$ cat config.mk
export PLATFORM = sky130hd
export DESIGN_NAME = clk_sw_seq_flat
export DESIGN_NICKNAME = d
export VERILOG_FILES = /design/src/rtl/clk_sw_pkg.sv /design/src/rtl/clk_sw_seq_if.sv /design/src/rtl/clk_sw_dly_cnt.sv /design/src/rtl/clk_sw_seq.sv /design/src/flat_wrapper.sv
export SDC_FILE = /design/constraint.sdc
export NUM_CORES = 1
export LEC_CHECK = 0
export ABC_AREA = 1
export CORE_UTILIZATION = 54
export DETAILED_ROUTE_END_ITERATION = 10
export PLACE_DENSITY = 0.74
export SLEW_MARGIN = 20
export SYNTH_ARGS = -nofsm -noshare
export SYNTH_HDL_FRONTEND = slang
export SYNTH_SLANG_ARGS = --single-unit
$ cat constraint.sdc
create_clock -name clk -period 1.8 [get_ports clk]
set_input_delay 0.36 -clock clk [delete_from_list [all_inputs] [get_ports clk]]
set_output_delay 0.36 -clock clk [all_outputs]
set_load 0.005 [all_outputs]
$ cat src/rtl/clk_sw_pkg.sv
// Shared types and helpers for the N-way clock-select sequencer.
// Holds the FSM state encoding, the dwell counter width and a one-hot helper.
package clk_sw_pkg;

  // Dwell counter width; OFF_CYC/ON_CYC must fit in it.
  localparam int CNT_W     = 8;

  // Upper bound on selectable sources and the index width that covers it.
  localparam int MAX_CLK   = 16;
  localparam int CLK_IDX_W = 4;

  // Sequencer states, 2-bit encoding.
  typedef enum logic [1:0] {
    IDLE = 2'd0,
    OFF  = 2'd1,
    ON   = 2'd2,
    DONE = 2'd3
  } sw_state_e;

  // One-hot vector with bit idx set. Callers truncate to NUM_CLK bits.
  function automatic logic [MAX_CLK-1:0] onehot(input logic [CLK_IDX_W-1:0] idx);
    logic [MAX_CLK-1:0] v;
    v      = '0;
    v[idx] = 1'b1;
    return v;
  endfunction

endpackage

$ cat src/rtl/clk_sw_seq_if.sv
// Request/response and gate-enable bundle of the clock-select sequencer.
// The lock_i input exists only when CLK_SW_LOCK_EN is defined.
interface clk_sw_seq_if #(
  parameter int NUM_CLK = 4,
  parameter int SEL_W   = 2
) ();

  logic               req_i;
  logic [SEL_W-1:0]   sel_i;
`ifdef CLK_SW_LOCK_EN
  logic               lock_i;
`endif
  logic               ack_o;
  logic               err_o;
  logic               busy_o;
  logic [NUM_CLK-1:0] gate_en_o;
  logic [SEL_W-1:0]   cur_sel_o;

`ifdef CLK_SW_LOCK_EN
  // Register-file side: issues requests, observes status.
  modport master (
    output req_i, sel_i, lock_i,
    input  ack_o, err_o, busy_o, gate_en_o, cur_sel_o
  );

  // Sequencer side.
  modport slave (
    input  req_i, sel_i, lock_i,
    output ack_o, err_o, busy_o, gate_en_o, cur_sel_o
  );
`else
  // Register-file side: issues requests, observes status.
  modport master (
    output req_i, sel_i,
    input  ack_o, err_o, busy_o, gate_en_o, cur_sel_o
  );

  // Sequencer side.
  modport slave (
    input  req_i, sel_i,
    output ack_o, err_o, busy_o, gate_en_o, cur_sel_o
  );
`endif

endinterface

$ cat src/rtl/clk_sw_dly_cnt.sv
// Loadable 8-bit down-counter used to time both the all-off dwell and the
// post-enable settle phase. Load wins over decrement; the count stops at zero
// so an idle counter never wraps.
module clk_sw_dly_cnt
  import clk_sw_pkg::*;
(
  input  logic             clk,
  input  logic             rst,
  input  logic             load,
  input  logic [CNT_W-1:0] load_val,
  input  logic             en,
  output logic             done
);

  logic [CNT_W-1:0] cnt_reg;

  // Reload on phase entry, otherwise count down while enabled.
  always_ff @(posedge clk or posedge rst) begin
    if (rst) begin
      cnt_reg <= '0;
    end else if (load) begin
      cnt_reg <= load_val;
    end else if (en && (cnt_reg != '0)) begin
      cnt_reg <= cnt_reg - CNT_W'(1);
    end
  end

  // Last cycle of the phase is the one where the count reads 1.
  assign done = (cnt_reg == CNT_W'(1));

endmodule

$ cat src/rtl/clk_sw_seq.sv
// N-way glitch-free clock-select sequencer running on the always-on clock.
// Drives per-source ICG enables with break-before-make: the old gate closes,
// all gates stay low for OFF_CYC cycles, the new gate opens, and ack follows
// ON_CYC cycles later. Requests are only accepted while idle.
// Optional feature: define CLK_SW_LOCK_EN to add lock_i, which rejects every
// new request with err_o while high (it never aborts a switch in flight).
module clk_sw_seq
  import clk_sw_pkg::*;
#(
  parameter int NUM_CLK = 4,
  parameter int SEL_W   = 2,
  parameter int OFF_CYC = 4,
  parameter int ON_CYC  = 4,
  parameter int RST_SEL = 0
) (
  input  logic          clk,
  input  logic          rst,
  clk_sw_seq_if.slave   bus
);

  // Constant forms of the parameters at the widths they are compared/loaded at.
  localparam logic [SEL_W:0]     NUM_CLK_V = (SEL_W+1)'(NUM_CLK);
  localparam logic [SEL_W-1:0]   RST_IDX   = SEL_W'(RST_SEL);
  localparam logic [NUM_CLK-1:0] RST_GATE  = NUM_CLK'(onehot(CLK_IDX_W'(RST_SEL)));
  localparam logic [CNT_W-1:0]   OFF_LOAD  = CNT_W'(OFF_CYC);
  localparam logic [CNT_W-1:0]   ON_LOAD   = CNT_W'(ON_CYC);

  sw_state_e          state_reg,   state_next;
  logic [SEL_W-1:0]   target_reg,  target_next;
  logic [NUM_CLK-1:0] gate_en_reg, gate_en_next;
  logic [SEL_W-1:0]   cur_sel_reg, cur_sel_next;
  logic               ack_reg,     ack_next;
  logic               err_reg,     err_next;
  logic               busy_reg,    busy_next;

  logic               cnt_load;
  logic [CNT_W-1:0]   cnt_val;
  logic               cnt_en;
  logic               cnt_done;
  logic               lock_active;
  logic               sel_bad;

`ifdef CLK_SW_LOCK_EN
  assign lock_active = bus.lock_i;
`else
  assign lock_active = 1'b0;
`endif

  // Indices at or above NUM_CLK name no source and are rejected.
  assign sel_bad = ({1'b0, bus.sel_i} >= NUM_CLK_V);

  // One counter times both phases; it is reloaded on every state change.
  clk_sw_dly_cnt u_dly_cnt (
    .clk      (clk),
    .rst      (rst),
    .load     (cnt_load),
    .load_val (cnt_val),
    .en       (cnt_en),
    .done     (cnt_done)
  );

  // Next-state, gate and handshake decisions.
  always_comb begin
    state_next   = state_reg;
    target_next  = target_reg;
    gate_en_next = gate_en_reg;
    cur_sel_next = cur_sel_reg;
    ack_next     = 1'b0;
    err_next     = 1'b0;
    cnt_en       = 1'b0;

    unique case (state_reg)
      IDLE: begin
        if (bus.req_i) begin
          if (lock_active || sel_bad) begin
            err_next = 1'b1;
          end else if (bus.sel_i == cur_sel_reg) begin
            ack_next = 1'b1;
          end else begin
            target_next  = bus.sel_i;
            gate_en_next = '0;
            state_next   = OFF;
          end
        end
      end
      OFF: begin
        cnt_en = 1'b1;
        if (cnt_done) begin
          gate_en_next = NUM_CLK'(onehot(CLK_IDX_W'(target_reg)));
          cur_sel_next = target_reg;
          state_next   = ON;
        end
      end
      ON: begin
        cnt_en = 1'b1;
        if (cnt_done) begin
          state_next = DONE;
        end
      end
      DONE: begin
        ack_next   = 1'b1;
        state_next = IDLE;
      end
      default: begin
        state_next = IDLE;
      end
    endcase

    busy_next = (state_next != IDLE);
    cnt_load  = (state_next != state_reg);
    unique case (state_next)
      OFF:     cnt_val = OFF_LOAD;
      ON:      cnt_val = ON_LOAD;
      default: cnt_val = '0;
    endcase
  end

  // State and output flops; reset restores the RST_SEL source immediately.
  always_ff @(posedge clk or posedge rst) begin
    if (rst) begin
      state_reg   <= IDLE;
      target_reg  <= RST_IDX;
      gate_en_reg <= RST_GATE;
      cur_sel_reg <= RST_IDX;
      ack_reg     <= 1'b0;
      err_reg     <= 1'b0;
      busy_reg    <= 1'b0;
    end else begin
      state_reg   <= state_next;
      target_reg  <= target_next;
      gate_en_reg <= gate_en_next;
      cur_sel_reg <= cur_sel_next;
      ack_reg     <= ack_next;
      err_reg     <= err_next;
      busy_reg    <= busy_next;
    end
  end

  // All outputs come straight from flops.
  assign bus.gate_en_o = gate_en_reg;
  assign bus.cur_sel_o = cur_sel_reg;
  assign bus.ack_o     = ack_reg;
  assign bus.err_o     = err_reg;
  assign bus.busy_o    = busy_reg;

endmodule

$ cat src/flat_wrapper.sv
// flat-port wrapper written by rule: the top's interface ports become plain ports
module clk_sw_seq_flat import clk_sw_pkg::*;
#(
  parameter int NUM_CLK = 4,
  parameter int SEL_W   = 2,
  parameter int OFF_CYC = 4,
  parameter int ON_CYC  = 4,
  parameter int RST_SEL = 0
)
  (clk, rst, bus_req_i, bus_sel_i, bus_ack_o, bus_err_o, bus_busy_o, bus_gate_en_o, bus_cur_sel_o);
  clk_sw_seq_if #(.NUM_CLK(NUM_CLK), .SEL_W(SEL_W)) bus_i ();
  input  logic clk;
  input  logic rst;
  input wire logic [$bits(bus_i.req_i)-1:0] bus_req_i;
  input wire logic [$bits(bus_i.sel_i)-1:0] bus_sel_i;
  output wire logic [$bits(bus_i.ack_o)-1:0] bus_ack_o;
  output wire logic [$bits(bus_i.err_o)-1:0] bus_err_o;
  output wire logic [$bits(bus_i.busy_o)-1:0] bus_busy_o;
  output wire logic [$bits(bus_i.gate_en_o)-1:0] bus_gate_en_o;
  output wire logic [$bits(bus_i.cur_sel_o)-1:0] bus_cur_sel_o;
  assign bus_i.req_i = bus_req_i;
  assign bus_i.sel_i = bus_sel_i;
  assign bus_ack_o = bus_i.ack_o;
  assign bus_err_o = bus_i.err_o;
  assign bus_busy_o = bus_i.busy_o;
  assign bus_gate_en_o = bus_i.gate_en_o;
  assign bus_cur_sel_o = bus_i.cur_sel_o;
  clk_sw_seq #(.NUM_CLK(NUM_CLK), .SEL_W(SEL_W), .OFF_CYC(OFF_CYC), .ON_CYC(ON_CYC), .RST_SEL(RST_SEL)) u_core (.clk(clk), .rst(rst), .bus(bus_i));
endmodule
==> flow_results.xml, run 1 <==
<?xml version="1.0" encoding="UTF-8"?>
<metrics>
  <group name="outcome">
    <metric name="run_status" unit="">complete, no violations</metric>
  </group>
  <group name="synthesis">
    <metric name="synthesis.instances" unit="">138</metric>
    <metric name="syn_area_per_cell" unit="µm²">8.36</metric>
    <metric name="dominantRegCellSynth" unit="">sky130_fd_sc_hd__dfrtp_1</metric>
    <metric name="synthDistinctLibCells" unit="">24</metric>
    <metric name="postSynthNetCount" unit="">150</metric>
    <metric name="synth_top_cell_area_share" unit="%">41.2</metric>
    <metric name="post_synth_main_area_contributors" unit="">sky130_fd_sc_hd__dfrtp_1 (41%), sky130_fd_sc_hd__nand2_1 (11%), sky130_fd_sc_hd__ha_1 (7.6%), sky130_fd_sc_hd__inv_1 (7.2%), sky130_fd_sc_hd__xnor2_1 (3.8%)</metric>
    <metric name="synth_edf_count" unit="">0</metric>
    <metric name="ys_seq_elements" unit="">20</metric>
    <metric name="ys_warn_count" unit="">0</metric>
    <metric name="synth-seq-area-share" unit="%">43.5</metric>
    <metric name="synth_top_cell_by_area" unit="">sky130_fd_sc_hd__dfrtp_1</metric>
    <metric name="synthArstFlopShare" unit="%">100</metric>
    <metric name="area_of_the_mapped_netlist" unit="mm²">0.00115</metric>
  </group>
  <group name="floorplanning">
    <metric name="floorplan.core_area" unit="mm²">0.00198</metric>
    <metric name="num_io_pins" unit="">14</metric>
    <metric name="die_span_in_x" unit="µm">48.2</metric>
    <metric name="die_h" unit="µm">48.2</metric>
    <metric name="initial_standard_cell_utilization_of_the_core" unit="%">58.2</metric>
    <metric name="std_cell_rows" unit="">16</metric>
    <metric name="die_area" unit="mm²">0.00233</metric>
  </group>
  <group name="clocking">
    <metric name="cts.sink_count" unit="">20</metric>
    <metric name="clk_path_buf_depth" unit="">2</metric>
    <metric name="number_of_buffers_inserted_during_clock_tree_synthesis" unit="">3</metric>
    <metric name="clock_insertion_delay_worst_skew" unit="ns">0.31</metric>
    <metric name="cts_tree" unit="">built</metric>
    <metric name="clk_pin_slew_worst_paths" unit="ns">0.12</metric>
    <metric name="cts_root_buffer" unit="">sky130_fd_sc_hd__clkbuf_4</metric>
    <metric name="cts_htree_levels" unit="">1</metric>
  </group>
  <group name="power">
    <metric name="power.static_leakage" unit="nW">0.704</metric>
    <metric name="power.density" unit="mW/mm²">2100</metric>
    <metric name="max-vdd-ir-drop" unit="µV">1520</metric>
  </group>
  <group name="drt">
    <metric name="wl_per_cell" unit="µm">11.4</metric>
    <metric name="detailroute.via_count" unit="">924</metric>
    <metric name="routed-wl-met3" unit="µm">73</metric>
    <metric name="drc" unit="">0</metric>
    <metric name="postRouteAntennaNets" unit="">0</metric>
    <metric name="highest_metal_layer_with_signal_wires" unit="">met3</metric>
    <metric name="routed_wl" unit="mm">2.15</metric>
    <metric name="met2_length" unit="mm">1.08</metric>
    <metric name="m1WireLength" unit="µm">999</metric>
    <metric name="vias_per_cell" unit="">4.91</metric>
    <metric name="drt_iter0_drc" unit="">26</metric>
    <metric name="drtPass1Iterations" unit="">4</metric>
  </group>
  <group name="global_route">
    <metric name="first_global_vias" unit="">737</metric>
    <metric name="largest_net_degree_at_the_start_of_global_routing" unit="">14</metric>
    <metric name="antenna_found_initial" unit="">0</metric>
    <metric name="grt_first_pass_wirelength" unit="mm">3.14</metric>
    <metric name="globalRoute.totalOverflow" unit="">0</metric>
    <metric name="global_route.usage.total" unit="%">20.6</metric>
  </group>
  <group name="timing">
    <metric name="final_setup_skew" unit="ns">0.0197</metric>
    <metric name="final.setup.worst_slack" unit="ns">0.0902</metric>
    <metric name="setup_viol_count_final" unit="">0</metric>
    <metric name="finalCriticalPeriod" unit="ns">1.71</metric>
    <metric name="final_period_utilization" unit="%">95.0</metric>
    <metric name="maxClockFrequency" unit="MHz">585</metric>
    <metric name="final_max_slew_viol_count" unit="">0</metric>
    <metric name="finalHoldViolations" unit="">0</metric>
    <metric name="fin_setup_tns" unit="ns">0</metric>
    <metric name="rsz_0062_raised_after_global_routing" unit="">yes</metric>
  </group>
  <group name="worst_setup_path">
    <metric name="cp_data_required_time" unit="ns">2.05</metric>
    <metric name="setup.worst_path.start" unit="">u_core.state_reg[0]$_DFF_PP0_</metric>
    <metric name="worst-path-max-fanout" unit="">8</metric>
    <metric name="worstSetupEndpointType" unit="">register</metric>
    <metric name="criticalPathCategory" unit="">reg -&gt; reg</metric>
    <metric name="reg2reg_from" unit="">u_core.state_reg[0]$_DFF_PP0_</metric>
    <metric name="crit_arrival" unit="ns">1.96</metric>
    <metric name="startpoint_type" unit="">register</metric>
  </group>
  <group name="min_path">
    <metric name="worst_hold_path_type" unit="">in -&gt; async</metric>
  </group>
  <group name="finish">
    <metric name="max_ffs_per_register" unit="">8</metric>
    <metric name="layout_commonest_cell" unit="">sky130_fd_sc_hd__nand2_1</metric>
    <metric name="multiInputGateArea" unit="µm²">568</metric>
    <metric name="seq_area" unit="µm²">503</metric>
    <metric name="final.fill_count" unit="">157</metric>
    <metric name="finalNonFillerCells" unit="">188</metric>
    <metric name="most-common-layout-cells" unit="">sky130_fd_sc_hd__nand2_1 (31), sky130_fd_sc_hd__inv_1 (19), sky130_fd_sc_hd__dfrtp_1 (18)</metric>
    <metric name="syn2layout_area_growth" unit="%">21.1</metric>
    <metric name="stdcell_area" unit="mm²">0.00140</metric>
    <metric name="antenna_cells" unit="">0</metric>
    <metric name="final_net_count" unit="">174</metric>
    <metric name="share_of_cells_above_drive_strength_1" unit="%">21.1</metric>
  </group>
  <group name="placement">
    <metric name="dp_hpwl" unit="mm">1.66</metric>
    <metric name="placement.setup.worst_slack" unit="ns">-0.199</metric>
    <metric name="place_congestion" unit="">0.849</metric>
    <metric name="placed_cells_incl_taps" unit="">182</metric>
    <metric name="detailed_place.area" unit="mm²">0.00135</metric>
    <metric name="numPortBuffers" unit="">12</metric>
  </group>
  <group name="job">
    <metric name="maxCapViolCount" unit="">0</metric>
  </group>
</metrics>
==> cells in the mapped netlist (all sizes together) (2+ instances only) <==
| master | count |
|---|---|
| o21ai | 5 |
| nor3 | 2 |
| nor2 | 13 |
| nand3 | 8 |
| ha | 7 |
| nand4 | 2 |
| inv | 23 |
| dfrtp | 19 |
| xor2 | 3 |
| nand2 | 39 |
| xnor2 | 5 |
| o31ai | 4 |
==> final cells by class <==
class                           instances  area share (%)
Tap cell                               27            2.42
Inverter                               23            6.18
Sequential cell                        20            36.0
Multi-Input combinational cell         94            40.6
Timing Repair Buffer                   20            12.9
Clock buffer                            4            1.88
==> per-layer routing <==
layer	up-vias	track usage, %
li1	476	-
met1	432	25.3
met2	16	33.9
met3	0	7.78
met4	0	5.00
met5	-	0
==> cells by family (layout without fill, tap and decap cells) <==
family          Yosys count  count (layout)  share of synthesized area [%]
simple gates             66              66                           26.7
buf+inv                  24              47                           8.13
flops                    20              20                           43.5
compound gates           11              11                           6.83
xor+xnor                  8               8                           6.07
fa+ha+maj                 7               7                           7.59
other cells               1               1                          0.325
mux                       1               1                          0.868
==> metrics by stage <==
step	total power [W]	util (%)	hold slack [ns]
after global routing	0.00324	70.5	0.309
after CTS	0.00285	69.2	0.295
after floorplan	0.00208	-	0.323
after detailed placement	0.00262	67.9	0.434
after global placement	0.00254	67.9	0.441
final	0.00293	70.5	0.284
==> what timing repair did <==
action                                  CTS  global route
endpoints found under the setup margin    0             7
hold buffers                              0             0
buffers inserted                          0             2
gates resized for setup                   0             9
==> path summary, 6_finish.rpt <==
kind,to,slack [ns],depth (start not counted)
hold reg to reg,u_core.bus.gate_en_o[0]$_DFFE_PP1P_,0.47,1
setup reg to reg,u_core.u_dly_cnt.cnt_reg[2]$_DFFE_PP0P_,0.09,11
setup / recovery,u_core.u_dly_cnt.cnt_reg[2]$_DFFE_PP0P_,0.09,11
hold / removal,u_core.target_reg[0]$_DFFE_PP0P_,0.28,2
min in group clk,u_core.bus.gate_en_o[0]$_DFFE_PP1P_,0.47,1
max in group asynchronous,u_core.u_dly_cnt.cnt_reg[4]$_DFFE_PP0P_,1.01,3
==> where the power goes <==
group,total (W),switching [W],internal [W]
clock network,0.000220,0.000133,0.0000863
logic,0.00193,0.00109,0.000842
registers,0.000779,0.000133,0.000646
==> worst max-delay path, cell delays in order (launching register included) <==
cell and delay, ns:
sky130_fd_sc_hd__dfrtp_2 0.47, sky130_fd_sc_hd__ha_2 0.21, sky130_fd_sc_hd__or2_2 0.30, sky130_fd_sc_hd__nand2_1 0.07, sky130_fd_sc_hd__nand2_1 0.08, sky130_fd_sc_hd__nand2_2 0.10
sky130_fd_sc_hd__nand2_1 0.05, sky130_fd_sc_hd__nand2_1 0.07, sky130_fd_sc_hd__inv_2 0.05, sky130_fd_sc_hd__nand2_4 0.11, sky130_fd_sc_hd__nand2_1 0.07, sky130_fd_sc_hd__nand2_1 0.07
No activity file was read; power rests on OpenSTA's default activity.
==> inputs of run 2 (changes only) <==
- PLACE_DENSITY: 0.74 -> 0.75
==> run 2 against run 1 <==
Cell count is 0.53% higher; clock power grew 2%; sequential cell count unchanged; final area grew 0.36%; sequential share of layout area decreased by 0.13 points; total power down 2.1%; critical endpoint is now bus_gate_en_o[0].
==> flow_results.xml, run 2 (synthesized netlist as in run 1, its figures left out) <==
<?xml version="1.0" encoding="UTF-8"?>
<metrics>
  <group name="timing">
    <metric name="maxClockFrequency" unit="MHz">593</metric>
    <metric name="finalCriticalPeriod" unit="ns">1.69</metric>
    <metric name="setup_viol_count_final" unit="">0</metric>
    <metric name="finalHoldViolations" unit="">0</metric>
    <metric name="final_setup_skew" unit="ns">0.0120</metric>
    <metric name="final.setup.worst_slack" unit="ns">0.113</metric>
    <metric name="final_max_slew_viol_count" unit="">0</metric>
    <metric name="fin_setup_tns" unit="ns">0</metric>
    <metric name="final_period_utilization" unit="%">93.7</metric>
  </group>
  <group name="finish">
    <metric name="layout.core_utilization" unit="%">70.8</metric>
    <metric name="max_ffs_per_register" unit="">8</metric>
    <metric name="final_net_count" unit="">175</metric>
    <metric name="antenna_cells" unit="">0</metric>
    <metric name="seq_area" unit="µm²">503</metric>
    <metric name="final.fill_count" unit="">158</metric>
    <metric name="most-common-layout-cells" unit="">sky130_fd_sc_hd__nand2_1 (32), sky130_fd_sc_hd__inv_1 (19), sky130_fd_sc_hd__dfrtp_1 (18)</metric>
    <metric name="layout_commonest_cell" unit="">sky130_fd_sc_hd__nand2_1</metric>
    <metric name="multiInputGateArea" unit="µm²">566</metric>
    <metric name="share_of_cells_above_drive_strength_1" unit="%">21.0</metric>
    <metric name="stdcell_area" unit="mm²">0.00140</metric>
    <metric name="finalNonFillerCells" unit="">189</metric>
    <metric name="syn2layout_area_growth" unit="%">21.6</metric>
  </group>
  <group name="power">
    <metric name="max-vdd-ir-drop" unit="µV">1690</metric>
    <metric name="power.net_switching" unit="W">0.00133</metric>
    <metric name="netSwitchingFraction" unit="%">46.1</metric>
    <metric name="portion_of_total_power_attributed_to_the_clock_network" unit="%">7.8</metric>
    <metric name="sequentialPowerShare" unit="%">27.1</metric>
    <metric name="power.density" unit="mW/mm²">2050</metric>
    <metric name="power.static_leakage" unit="nW">0.713</metric>
    <metric name="internal-power" unit="W">0.00155</metric>
    <metric name="power.share.combinational" unit="%">65.1</metric>
  </group>
  <group name="clocking">
    <metric name="clock_insertion_delay_worst_skew" unit="ns">0.31</metric>
    <metric name="clk_pin_slew_worst_paths" unit="ns">0.10</metric>
    <metric name="clk_path_buf_depth" unit="">2</metric>
    <metric name="cts_htree_levels" unit="">1</metric>
    <metric name="cts.sink_count" unit="">20</metric>
    <metric name="cts_tree" unit="">built</metric>
    <metric name="number_of_buffers_inserted_during_clock_tree_synthesis" unit="">3</metric>
    <metric name="cts_root_buffer" unit="">sky130_fd_sc_hd__clkbuf_4</metric>
  </group>
  <group name="worst_setup_path">
    <metric name="cp_data_required_time" unit="ns">1.44</metric>
    <metric name="cp_top_family" unit="">flip-flops</metric>
    <metric name="worst-path-stages" unit="">1</metric>
    <metric name="slowest_delay" unit="ns">0.54</metric>
    <metric name="crit_arrival" unit="ns">1.33</metric>
    <metric name="worstSetupEndpointType" unit="">output port</metric>
    <metric name="timing.reg2reg.worst_path_depth" unit="">10</metric>
    <metric name="worst-path-max-fanout" unit="">2</metric>
    <metric name="critical_path.slowest_cell" unit="">sky130_fd_sc_hd__dfstp_2</metric>
    <metric name="criticalPathCategory" unit="">reg -&gt; out</metric>
    <metric name="worstPathCellList" unit="">clkdlybuf4s50_1</metric>
    <metric name="cp.buffers_inverters" unit="">1</metric>
    <metric name="startpoint_type" unit="">register</metric>
  </group>
  <group name="drt">
    <metric name="wl_per_cell" unit="µm">11.3</metric>
    <metric name="postRouteAntennaNets" unit="">0</metric>
    <metric name="drt_iter0_drc" unit="">18</metric>
    <metric name="drtPass1Iterations" unit="">4</metric>
    <metric name="drc" unit="">0</metric>
    <metric name="detailroute.via_count" unit="">921</metric>
    <metric name="routed_wl" unit="mm">2.14</metric>
    <metric name="vias_per_cell" unit="">4.87</metric>
  </group>
  <group name="placement">
    <metric name="place_congestion" unit="">0.867</metric>
    <metric name="detailed_place.area" unit="mm²">0.00135</metric>
    <metric name="dp_hpwl" unit="mm">1.63</metric>
    <metric name="numPortBuffers" unit="">12</metric>
    <metric name="placement.setup.worst_slack" unit="ns">-0.140</metric>
    <metric name="placed_cells_incl_taps" unit="">182</metric>
  </group>
  <group name="global_route">
    <metric name="globalRoute.totalOverflow" unit="">0</metric>
    <metric name="global_route.usage.total" unit="%">20.9</metric>
    <metric name="largest_net_degree_at_the_start_of_global_routing" unit="">13</metric>
    <metric name="grt_first_pass_wirelength" unit="mm">3.30</metric>
    <metric name="first_global_vias" unit="">806</metric>
    <metric name="antenna_found_initial" unit="">0</metric>
  </group>
  <group name="floorplanning">
    <metric name="die_h" unit="µm">48.2</metric>
    <metric name="initial_standard_cell_utilization_of_the_core" unit="%">58.2</metric>
    <metric name="std_cell_rows" unit="">16</metric>
    <metric name="die_span_in_x" unit="µm">48.2</metric>
    <metric name="num_io_pins" unit="">14</metric>
    <metric name="floorplan.core_area" unit="mm²">0.00198</metric>
    <metric name="die_area" unit="mm²">0.00233</metric>
  </group>
  <group name="outcome">
    <metric name="run_status" unit="">complete, no violations</metric>
  </group>
  <group name="min_path">
    <metric name="worst_hold_path_type" unit="">in -&gt; async</metric>
  </group>
  <group name="job">
    <metric name="maxCapViolCount" unit="">0</metric>
  </group>
</metrics>
==> run 2: what timing repair did <==
action	4_1_cts	5_1_grt
hold buffers	0	0
endpoints found under the setup margin	0	8
setup buffers	0	3
resized for setup	0	7
==> run 2: worst paths after layout <==
| kind | startpoint | endpoint | slack, ns |
|---|---|---|---|
| max | u_core.bus.gate_en_o[0]$_DFFE_PP1P_ | bus_gate_en_o[0] | 0.11 |
| min | rst | u_core.target_reg[0]$_DFFE_PP0P_ | 0.30 |
| max reg2reg | u_core.u_dly_cnt.cnt_reg[1]$_DFFE_PP0P_ | u_core.u_dly_cnt.cnt_reg[2]$_DFFE_PP0P_ | 0.16 |
| min reg2reg | u_core.target_reg[1]$_DFFE_PP0P_ | u_core.bus.gate_en_o[0]$_DFFE_PP1P_ | 0.47 |
| max in group asynchronous | rst | u_core.state_reg[0]$_DFF_PP0_ | 1.00 |
| min in group clk | u_core.target_reg[1]$_DFFE_PP0P_ | u_core.bus.gate_en_o[0]$_DFFE_PP1P_ | 0.47 |
==> run 2: power groups by stage <==
stage / Sequential (W) / Combinational (W) / Clock, W
6_report: 0.000779 / 0.00187 / 0.000225
4_1_cts: 0.000777 / 0.00182 / 0.000227
5_1_grt: 0.000804 / 0.00211 / 0.000247
2_1_floorplan: 0.000772 / 0.00130 / 0
3_3_place_gp: 0.000775 / 0.00177 / 0
3_5_place_dp: 0.000785 / 0.00180 / 0
==> run 2: final cells by class <==
cell class	instances	share of cell area (%)
Clock buffer	4	1.87
Inverter	23	6.16
Multi-Input combinational cell	94	40.3
Sequential cell	20	35.9
Tap cell	27	2.41
Timing Repair Buffer	21	13.4
==> run 2: metal layers <==
layer | share of wire (%) | wire [µm] | GRT usage (%)
met5 | 0 | 0 | 0
met4 | 1.3 | 27 | 7.78
met3 | 3.2 | 68 | 3.70
met2 | 47 | 1010 | 33.3
met1 | 48 | 1030 | 28.2
==> run 2: through the flow <==
step,hold slack (ns),power [W]
after global routing,0.351,0.00316
after global placement,0.436,0.00254
final,0.302,0.00287
after floorplan,0.323,0.00208
after CTS,0.309,0.00283
after detailed placement,0.455,0.00259
==> inputs of run 3 (changes only) <==
- CORE_ASPECT_RATIO: not set -> 1.75
- CORE_UTILIZATION: 54 -> 49
- PLACE_DENSITY: 0.75 -> 0.71
- clock period: 1.8 -> 1.5 ns (I/O delays scaled with it)
==> run 3 against run 2 <==
The run now ends with negative setup slack left; first-iteration DRC count grew 67%; register-to-register slack lost 0.32 ns; highest routed layer unchanged; worst hold slack lost 0.021 ns; global-route usage grew 4.3 points; sequential cell count is the same; clock power grew 44%; sequential share of layout area shrank 8.5 points; die area grew 10%; sequential power grew 20%.
==> flow_results.xml, run 3 (synthesized netlist as in run 1, its figures left out) <==
<?xml version="1.0" encoding="UTF-8"?>
<metrics>
  <group name="worst_setup_path">
    <metric name="slowest_delay" unit="ns">0.39</metric>
    <metric name="worstPathCellList" unit="">inv_2 -&gt; buf_6 -&gt; ha_4 -&gt; and2_4 -&gt; a21boi_4 -&gt; nand2_2 -&gt; nor3_4 -&gt; xnor2_2 -&gt; nor2_2</metric>
    <metric name="startpoint_type" unit="">register</metric>
    <metric name="worst-path-max-fanout" unit="">5</metric>
    <metric name="criticalPathCategory" unit="">reg -&gt; reg</metric>
    <metric name="critical_path.slowest_cell" unit="">sky130_fd_sc_hd__dfrtp_1</metric>
    <metric name="cp_top_family" unit="">simple AND/OR/NAND/NOR gates</metric>
    <metric name="cp.buffers_inverters" unit="">2</metric>
    <metric name="cp_data_required_time" unit="ns">1.72</metric>
    <metric name="crit_arrival" unit="ns">1.87</metric>
    <metric name="worstSetupEndpointType" unit="">register</metric>
  </group>
  <group name="drt">
    <metric name="drtPass1Iterations" unit="">4</metric>
    <metric name="wl_per_cell" unit="µm">14.4</metric>
    <metric name="vias_per_cell" unit="">5.02</metric>
    <metric name="routed_wl" unit="mm">3.10</metric>
    <metric name="drc" unit="">0</metric>
    <metric name="detailroute.via_count" unit="">1079</metric>
    <metric name="drt_iter0_drc" unit="">30</metric>
    <metric name="postRouteAntennaNets" unit="">0</metric>
  </group>
  <group name="floorplanning">
    <metric name="die_h" unit="µm">66.2</metric>
    <metric name="num_io_pins" unit="">14</metric>
    <metric name="floorplan.core_area" unit="mm²">0.00215</metric>
    <metric name="die_span_in_x" unit="µm">38.7</metric>
    <metric name="initial_standard_cell_utilization_of_the_core" unit="%">53.7</metric>
    <metric name="std_cell_rows" unit="">22</metric>
    <metric name="die_area" unit="mm²">0.00256</metric>
  </group>
  <group name="timing">
    <metric name="final_setup_skew" unit="ns">0.00458</metric>
    <metric name="final_max_slew_viol_count" unit="">0</metric>
    <metric name="final.setup.worst_slack" unit="ns">-0.156</metric>
    <metric name="rsz_0062_raised_after_global_routing" unit="">yes</metric>
    <metric name="finalHoldViolations" unit="">0</metric>
    <metric name="setup_viol_count_final" unit="">8</metric>
    <metric name="final_period_utilization" unit="%">110</metric>
    <metric name="finalCriticalPeriod" unit="ns">1.66</metric>
    <metric name="maxClockFrequency" unit="MHz">604</metric>
  </group>
  <group name="finish">
    <metric name="final_net_count" unit="">204</metric>
    <metric name="layout.core_utilization" unit="%">85.6</metric>
    <metric name="most-common-layout-cells" unit="">sky130_fd_sc_hd__buf_4 (34), sky130_fd_sc_hd__nand2_1 (22), sky130_fd_sc_hd__dfrtp_1 (18)</metric>
    <metric name="finalNonFillerCells" unit="">215</metric>
    <metric name="layout_commonest_cell" unit="">sky130_fd_sc_hd__buf_4</metric>
    <metric name="stdcell_area" unit="mm²">0.00184</metric>
    <metric name="max_ffs_per_register" unit="">8</metric>
    <metric name="antenna_cells" unit="">0</metric>
    <metric name="syn2layout_area_growth" unit="%">59.3</metric>
    <metric name="share_of_cells_above_drive_strength_1" unit="%">48.7</metric>
  </group>
  <group name="clocking">
    <metric name="clk_path_buf_depth" unit="">2</metric>
    <metric name="cts_root_buffer" unit="">sky130_fd_sc_hd__clkbuf_4</metric>
    <metric name="cts_tree" unit="">built</metric>
    <metric name="cts.sink_count" unit="">20</metric>
    <metric name="number_of_buffers_inserted_during_clock_tree_synthesis" unit="">3</metric>
    <metric name="clock_insertion_delay_worst_skew" unit="ns">0.32</metric>
    <metric name="clk_pin_slew_worst_paths" unit="ns">0.12</metric>
    <metric name="cts_htree_levels" unit="">1</metric>
  </group>
  <group name="outcome">
    <metric name="failing_checks" unit="">negative setup slack</metric>
    <metric name="run_status" unit="">complete, but fails checks</metric>
  </group>
  <group name="global_route">
    <metric name="global_route.usage.total" unit="%">25.1</metric>
    <metric name="globalRoute.totalOverflow" unit="">0</metric>
    <metric name="antenna_found_initial" unit="">0</metric>
    <metric name="first_global_vias" unit="">1115</metric>
    <metric name="largest_net_degree_at_the_start_of_global_routing" unit="">21</metric>
    <metric name="grt_first_pass_wirelength" unit="mm">4.36</metric>
  </group>
  <group name="min_path">
    <metric name="worst_hold_path_type" unit="">in -&gt; reg</metric>
  </group>
  <group name="placement">
    <metric name="placement.setup.worst_slack" unit="ns">-0.428</metric>
    <metric name="detailed_place.area" unit="mm²">0.00154</metric>
    <metric name="numPortBuffers" unit="">12</metric>
    <metric name="place_congestion" unit="">0.790</metric>
    <metric name="dp_hpwl" unit="mm">2.01</metric>
    <metric name="placed_cells_incl_taps" unit="">199</metric>
  </group>
  <group name="power">
    <metric name="power.density" unit="mW/mm²">2680</metric>
    <metric name="power.static_leakage" unit="nW">0.973</metric>
    <metric name="max-vdd-ir-drop" unit="µV">1880</metric>
  </group>
  <group name="job">
    <metric name="maxCapViolCount" unit="">0</metric>
  </group>
</metrics>
-- run 3: changes by cell type in the layout (fill, tap and decap cells not counted), moves of 5 or more --
| cell | before | now |
|---|---|---|
| sky130_fd_sc_hd__clkdlybuf4s50_1 | 12 | 4 |
| sky130_fd_sc_hd__ha_4 | 0 | 5 |
| sky130_fd_sc_hd__nand2_2 | 6 | 11 |
| sky130_fd_sc_hd__nand2_4 | 1 | 6 |
| sky130_fd_sc_hd__nand2_1 | 32 | 22 |
| sky130_fd_sc_hd__buf_4 | 9 | 34 |
| sky130_fd_sc_hd__nand3_1 | 8 | 3 |
-- run 3: repair_timing --
action | CTS | global route
hold buffers | 0 | 0
buffers inserted | 7 | 7
cloned | 0 | 0
hold endpoints to repair | 0 | 0
pin swaps | 10 | 14
gates resized for setup | 16 | 37
setup endpoints to repair | 17 | 16
-- run 3: path summary, 6_finish.rpt --
path | from | end | slack (ns) | cells past startpoint
worst max-delay path | u_core.u_dly_cnt.cnt_reg[1]$_DFFE_PP0P_ | u_core.u_dly_cnt.cnt_reg[5]$_DFFE_PP0P_ | -0.16 | 9
worst min-delay path | bus_sel_i[1] | u_core.target_reg[1]$_DFFE_PP0P_ | 0.28 | 3
worst max register to register | u_core.u_dly_cnt.cnt_reg[1]$_DFFE_PP0P_ | u_core.u_dly_cnt.cnt_reg[5]$_DFFE_PP0P_ | -0.16 | 9
worst min register to register | u_core.bus.gate_en_o[0]$_DFFE_PP1P_ | u_core.bus.gate_en_o[0]$_DFFE_PP1P_ | 0.49 | 2
max in group asynchronous | rst | u_core.bus.gate_en_o[0]$_DFFE_PP1P_ | 0.91 | 3
min in group asynchronous | rst | u_core.u_dly_cnt.cnt_reg[0]$_DFFE_PP0P_ | 0.32 | 3
-- run 3: cell type report --
type | count | area [µm²]
clock buffer | 4 | 36.3
fill | 121 | 309
inverter | 23 | 91.3
multi-input combinational | 94 | 752
sequential | 20 | 503
tap | 24 | 30.0
timing repair buffer | 50 | 425
-- run 3: power by group --
group          internal [W]  switching, W
clock network      0.000149      0.000177
registers          0.000775      0.000157
logic               0.00179       0.00188
total               0.00271       0.00221
-- run 3: metal layers --
metal / vias up / share of wire (%) / track usage [%]
met5: - / 0 / 0
met4: 0 / 2.7 / 14.7
met3: 6 / 1.8 / 2.36
met2: 23 / 60 / 51.9
met1: 519 / 36 / 19.2
li1: 531 / - / -
-- run 3: worst register-to-register path, stage by stage, from the launching register on --
cell and delay (ns):
sky130_fd_sc_hd__dfrtp_1 0.39, sky130_fd_sc_hd__inv_2 0.07, sky130_fd_sc_hd__buf_6 0.12, sky130_fd_sc_hd__ha_4 0.15, sky130_fd_sc_hd__and2_4 0.16, sky130_fd_sc_hd__a21boi_4 0.21, sky130_fd_sc_hd__nand2_2 0.12, sky130_fd_sc_hd__nor3_4 0.17
sky130_fd_sc_hd__xnor2_2 0.14, sky130_fd_sc_hd__nor2_2 0.04
-- run 3: through the flow --
stage               power [W]  hold slack [ns]  TNS (ns)
finish                0.00492            0.281    -0.838
detailed placement    0.00375            0.468     -5.00
global placement      0.00367            0.470     -4.31
floorplan             0.00264            0.263   -0.0153
global route          0.00529            0.281     -1.60
CTS                   0.00430            0.307    -0.620
